===== src/rtl/coupler_n.sv =====
// Packs P_RATIO narrow records into one wide word and buffers words in a FWFT FIFO.
// An all-zero record terminates the stream and closes the partial word with zero padding.
module coupler_n #(
  parameter int unsigned P_WIDTH = 32,
  parameter int unsigned P_RATIO = 4,
  parameter int unsigned P_DEPTH = 16
) (
  input  logic                               i_clk,
  input  logic                               i_rst,
  input  logic [P_WIDTH-1:0]                 i_data,
  input  logic                               i_enq,
  output logic                               o_full,
  output logic [P_RATIO*P_WIDTH-1:0]         o_data,
  input  logic                               i_deq,
  output logic                               o_empty,
  output logic [$clog2(P_DEPTH+1)-1:0]       o_count
);

  localparam int unsigned IdxW  = $clog2(P_RATIO);
  localparam int unsigned PtrW  = $clog2(P_DEPTH);
  localparam int unsigned CntW  = $clog2(P_DEPTH + 1);
  localparam int unsigned WordW = P_RATIO * P_WIDTH;
  localparam logic [IdxW-1:0] LastIdx = IdxW'(P_RATIO - 1);

  logic [IdxW-1:0]    idx_q, idx_d;
  logic [P_WIDTH-1:0] lane_q [P_RATIO-1];
  logic [P_WIDTH-1:0] lane_d [P_RATIO-1];
  logic [WordW-1:0]   mem_q  [P_DEPTH];
  logic [PtrW-1:0]    wr_ptr_q, rd_ptr_q;
  logic [CntW-1:0]    cnt_q, cnt_d;

  logic             acc, term, push, pop;
  logic [WordW-1:0] word;

  always_comb begin
    acc  = i_enq & ~o_full;
    term = (i_data == '0);
    push = acc & (term | (idx_q == LastIdx));
    pop  = i_deq & ~o_empty;

    // Only lanes below idx hold live records; the rest stay zero-padded.
    word = '0;
    for (int k = 0; k < int'(P_RATIO) - 1; k++) begin
      if (k < int'(idx_q)) word[k*P_WIDTH +: P_WIDTH] = lane_q[k];
    end
    if (!term) word[(P_RATIO-1)*P_WIDTH +: P_WIDTH] = i_data;

    lane_d = lane_q;
    idx_d  = idx_q;
    if (push) begin
      for (int k = 0; k < int'(P_RATIO) - 1; k++) lane_d[k] = '0;
      idx_d = '0;
    end else if (acc) begin
      for (int k = 0; k < int'(P_RATIO) - 1; k++) begin
        if (k == int'(idx_q)) lane_d[k] = i_data;
      end
      idx_d = idx_q + IdxW'(1);
    end

    unique case ({push, pop})
      2'b10:   cnt_d = cnt_q + CntW'(1);
      2'b01:   cnt_d = cnt_q - CntW'(1);
      default: cnt_d = cnt_q;
    endcase
  end

  always_ff @(posedge i_clk or posedge i_rst) begin
    if (i_rst) begin
      idx_q    <= '0;
      for (int k = 0; k < int'(P_RATIO) - 1; k++) lane_q[k] <= '0;
      wr_ptr_q <= '0;
      rd_ptr_q <= '0;
      cnt_q    <= '0;
    end else begin
      idx_q  <= idx_d;
      lane_q <= lane_d;
      cnt_q  <= cnt_d;
      if (push) wr_ptr_q <= wr_ptr_q + PtrW'(1);
      if (pop)  rd_ptr_q <= rd_ptr_q + PtrW'(1);
    end
  end

  // Storage needs no reset: o_data is masked while the FIFO is empty.
  always_ff @(posedge i_clk) begin
    if (push) mem_q[wr_ptr_q] <= word;
  end

  assign o_full  = (cnt_q == CntW'(P_DEPTH));
  assign o_empty = (cnt_q == '0);
  assign o_count = cnt_q;
  assign o_data  = o_empty ? '0 : mem_q[rd_ptr_q];

endmodule


===== config.mk =====
export PLATFORM = sky130hd
export DESIGN_NAME = coupler_n
export DESIGN_NICKNAME = d
export VERILOG_FILES = /design/src/rtl/coupler_n.sv
export SDC_FILE = /design/constraint.sdc
export NUM_CORES = 2
export LEC_CHECK = 0
export ABC_AREA = 1
export CAP_MARGIN = 20
export CELL_PAD_IN_SITES_DETAIL_PLACEMENT = 1
export CELL_PAD_IN_SITES_GLOBAL_PLACEMENT = 1
export CORE_MARGIN = 2
export CORE_UTILIZATION = 55
export DETAILED_ROUTE_END_ITERATION = 6
export GPL_TIMING_DRIVEN = 0
export PLACE_DENSITY = 0.82
export REMOVE_ABC_BUFFERS = 1
export SLEW_MARGIN = 20
export SYNTH_ARGS = -nofsm -noshare
export SYNTH_HDL_FRONTEND = slang
export SYNTH_SLANG_ARGS = --single-unit
export TNS_END_PERCENT = 1

===== constraint.sdc =====
create_clock -name i_clk -period 20.9 [get_ports i_clk]
set_input_delay 5.225 -clock i_clk [delete_from_list [all_inputs] [get_ports i_clk]]
set_output_delay 5.225 -clock i_clk [all_outputs]
set_load 0.02 [all_outputs]

# Yosys cells after proc, flatten, opt, wreduce, memory -nomap -nowiden
# Memories as Yosys holds them, arrays and structs flattened.
# Cells that the tools add are included.
# W data, S select, Z words.
# word_totals
regBits	111
latchBits	0
ram_bits	2048
mem_bits_ro	0
inputBits	36
wordCells	54
n_memories	1
# op_classes
n_addsub	5
mul	0
div	0
n_lt_le_gt_ge	3
n_eq_ne	6
n_shift	0
muxes	15
bitwise_logic	6
reduce_logical	11
# memory_table
name	depth	word_bits	read_ports	rd_ports_with_merged_regs	wr	line	text
mem_q	16	128	1	0	1	28	logic [WordW-1:0] mem_q [P_DEPTH];
# ops
operator	n
$mux W32	7
$mux W96	2
$mux W128	1
$logic_not A32 Y1	1
$pmux W5 S2	1
$reduce_bool A2 Y1	5
$add A4 B1 Y4 const B	2
$reduce_and A2 Y1	3
$add A5 B1 Y5 const B	1
$eq A5 B5 Y1 const B	1
$logic_not A5 Y1	1
$sub A5 B1 Y5 const B	1
$eq A2 B2 Y1 const A	2
$eq A2 B2 Y1 const B	2
$lt A1 B2 Y1 const A	2
$mux W2	2
$and A1 B1 Y1	3
$add A2 B1 Y2 const B	1
$eq A2 B1 Y1 const B	1
$logic_not A2 Y1	1
$lt A2 B2 Y1 const A	1
$mux W1	2
$not A1 Y1	2
$or A1 B1 Y1	1

# Depth between registers and ports, before layout
# depth
ltp_word	6
mapped_depth	21

# Worst setup path before layout
# OpenSTA, ideal clock, no wires.
# synth_timing
path_kind	input to register
startpoint	in i_data[31]
endpoint	mem mem_q[0][0] in the netlist's numbering (enable)
setup_ns	0.617
arrival_time_ns	11.466
slack_ns	8.816
path_stages	9
path_cell_list	nor2_1 -> nand2_1 -> nor2_1 -> nand2_1 -> nor2_1 -> nor2_2 -> nor2_1 -> nand2_1 -> nor2_1
# synth_between
elab_chain_cells	5
# synth_rtl
item	line	text
start: declaration	10	input logic [P_WIDTH-1:0] i_data,
$logic_not A32 Y1	37	term = (i_data == '0);
$or A1 B1 Y1	38	push = acc & (term | (idx_q == LastIdx));
$and A1 B1 Y1	38	
$mux W1	85	if (push) mem_q[wr_ptr_q] <= word;
$mux W1 (implied by the code)	85	
end: declaration	28	
# Every way passes these cells.

# Final worst setup path
# layout_timing
startpoint	reg rd_ptr_q[0]
endpoint	out o_data[104]
# layout_between
elab_chain_cells	2
# layout_rtl
item	line	text
start: declaration	29	logic [PtrW-1:0] wr_ptr_q, rd_ptr_q;
start signal: assignment	79	if (pop) rd_ptr_q <= rd_ptr_q + PtrW'(1);
$mem_v2 Z16 W128	-	
$mux W128	91	assign o_data = o_empty ? '0 : mem_q[rd_ptr_q];
end: declaration	13	output logic [P_RATIO*P_WIDTH-1:0] o_data,
# Every way passes these cells.

==> results.py <==
metrics = {
    "outcome": {
        "status": "finished, final reports clean",
    },
    "clock_network": {
        "cts_resized": 0,
        "h-tree-depth": 4,
        "root_buffer": "clkbuf_16",
        "cts_setup_buffers": 0,
        "clockBufferDepth": 3,
        "clkSinkCount": 2159,
        "cts_made_buffers": 209,
        "clk_pin_slew_ns": 0.06,
        "insertion_delay_ns": 0.86,
        "cts_hold_buf": 0,
        "cts_tree": "built",
    },
    "floorplanning": {
        "io_pins": 171,
        "die_y_um": 401,
        "start_util_pct": 55.4,
        "design.core.area_um2": 156000,
        "die_w_um": 401,
        "num_rows": 145,
        "dieArea_um2": 161000,
    },
    "routing": {
        "drc_errors": 0,
        "wl_per_cell_um": 32.8,
        "drtIter0Drc": 8970,
        "vias": 62400,
        "wirelength_mm": 303,
        "final_antenna_net_count": 0,
        "vias_per_cell": 6.76,
        "dr.pass1.iters": 6,
    },
    "finish": {
        "area_growth_pct": 16.2,
        "layout-drive-gt1-share_pct": 7.83,
        "nets": 7054,
    },
    "sta": {
        "setup-tns-final_ns": 0,
        "timing.hold.ws_ns": 0.488,
        "finalHoldViolations": 0,
        "slew_viol_final": 0,
        "slew_headroom_pct": 17.1,
        "fmax_mhz": 83.1,
        "worst_pin_slew_ns": 1.24,
        "rsz0062_at_grt": "no",
        "fin_worst_skew_ns": 0.0336,
        "fin_crit_sh_pct": 57.6,
        "fin_ws_ns": 8.87,
        "fin_crit_ns": 12.03,
        "setup_violations": 0,
    },
    "synthesis": {
        "yosys.area.top_type": "edfxtp_1",
        "synthTopCellsByArea": "edfxtp_1, nor2_1, o21ai_0, o211ai_1, dfrtp_1",
        "synth_seq_area_share_pct": 74.2,
        "synth_edf_count": 2048,
        "syn_area_um2": 86600,
        "yosysMostFrequentCell": "edfxtp_1",
        "ys_types": 26,
        "synthFlopType": "edfxtp_1",
        "yosys.area.top_type_share_pct": 71.0,
        "synth-seq-cells": 2159,
        "ys_async_sr_fraction_pct": 5.14,
        "syn_area_per_cell_um2": 12.5,
        "yosys_warnings": 0,
        "synth_common_cells": "edfxtp_1, nor2_1, o21ai_0, o211ai_1, nand2_1",
        "synth_cells": 6928,
    },
    "grt": {
        "grt_util_all_layers_pct": 37.3,
        "grt_pass1_wl_mm": 442,
        "overflow": 0,
        "antenna_found_initial": 17,
        "grt_pass1_vias": 66600,
        "grt_max_degree": 167,
    },
    "min_path": {
        "hp-class": "reg2reg",
    },
    "power": {
        "p_leak_nw": 34.1,
        "vdd_ir_drop_max_mv": 0.142,
        "powerDensity_nw_per_um2": 149,
    },
    "flow_run": {
        "cap_violations": 0,
    },
    "worst_setup_path": {
        "cp_max_fo": 151,
        "crit_arrival_ns": 6.81,
        "critical_path_class": "reg2out",
        "start_kind": "register",
        "endpoint_kind": "primary output",
        "critical_path_required_ns": 15.67,
    },
    "placement": {
        "port_buffers": 170,
        "gp_congestion": 0.717,
        "dp_hpwl_mm": 168,
        "place_ws_ns": 10.06,
    },
}
-- cell usage in the layout (no fill, tap or decap), drive strengths merged, types with 2 or more instances in the layout --
cell type and n:
o211ai 448, clkinvlp 3, o21ai 1029, edfxtp 2048
diode 5, inv 196, ha 14, clkdlybuf4s50 159
buf 229, xor2 7, nand3 267, nor2 1615
nand2 378, xnor2 2, nand4 96, dfrtp 111
bufinv 13, a21oi 193, clkbuf 295, clkinv 73
-- per-layer routing --
| layer | vias to the layer above | wire length, um | track usage, % |
|---|---|---|---|
| li1 | 25200 | - | - |
| met1 | 31400 | 105000 | 46.4 |
| met2 | 4624 | 147000 | 60.7 |
| met3 | 1218 | 33000 | 8.29 |
| met4 | 22 | 18100 | 21.4 |
| met5 | - | 155 | 0 |
-- registers in the layout (all words and copies together), names as in the netlist --
register,cells
wr_ptr_q,4
mem_q,2048
rd_ptr_q,4
idx_q,2
o_count,5
lane_q,96
-- metrics by stage --
step	cell area [um^2]	utilization, %	instances	power [mW]
after floorplan	84200	-	6405	9.14
after global placement	88500	56.6	8633	11.4
after detailed placement	94000	60.2	8851	11.0
after CTS	101000	64.4	9237	14.9
after global routing	101000	64.4	9240	15.5
final	101000	64.4	9242	15.0
-- critical path: stages (launching register included) --
cell and delay [ns]:
dfrtp_4 0.73, buf_16 0.34, buf_16 0.25, buf_16 0.25, clkinv_8 0.37, buf_16 0.47, buf_16 0.51, buf_16 0.43
o21ai_0 0.50, o211ai_1 0.29, nand3_1 0.15, a21oi_1 0.64, clkdlybuf4s50_1 0.74
-- layout make-up --
class	instances	area, um^2
Sequential cell	2159	64300
Fill cell	14400	55600
Multi-Input combinational cell	4052	19300
Timing Repair Buffer	388	6980
Clock buffer	295	5890
Tap cell	2058	2570
Inverter	194	776
Clock inverter	91	771
Antenna cell	5	12.5
-- worst paths after layout --
kind | start | endpoint | slack (ns) | cells past startpoint
max | rd_ptr_q[0] | o_data[104] | 8.87 | 12
min | lane_q[61] | lane_q[61] | 0.49 | 2
max reg2reg | idx_q[1] | mem_q[6][78] | 15.90 | 13
min reg2reg | lane_q[61] | lane_q[61] | 0.49 | 2
max in group asynchronous | i_rst | lane_q[62] | 15.15 | 3
min in group asynchronous | i_rst | o_count[2] | 4.77 | 2
-- report_power, final --
| group | internal (mW) | leakage (nW) | switching (mW) |
|---|---|---|---|
| sequential | 5.13 | 20.1 | 0.181 |
| clock | 2.11 | 3.28 | 1.67 |
| combinational | 1.82 | 10.7 | 4.10 |
| total | 9.07 | 34.1 | 5.95 |
-- kinds of logic after synthesis --
family,Yosys count,synth area share [%]
flip-flops,2159,74.2
AO/OA/AOI/OAI,1672,11.0
adder cells (fa/ha/maj),14,0.202
buffers and inverters,717,3.62
XOR/XNOR,9,0.0910
AND/OR/NAND/NOR,2357,10.9
Power figures use the tool's default switching activity.
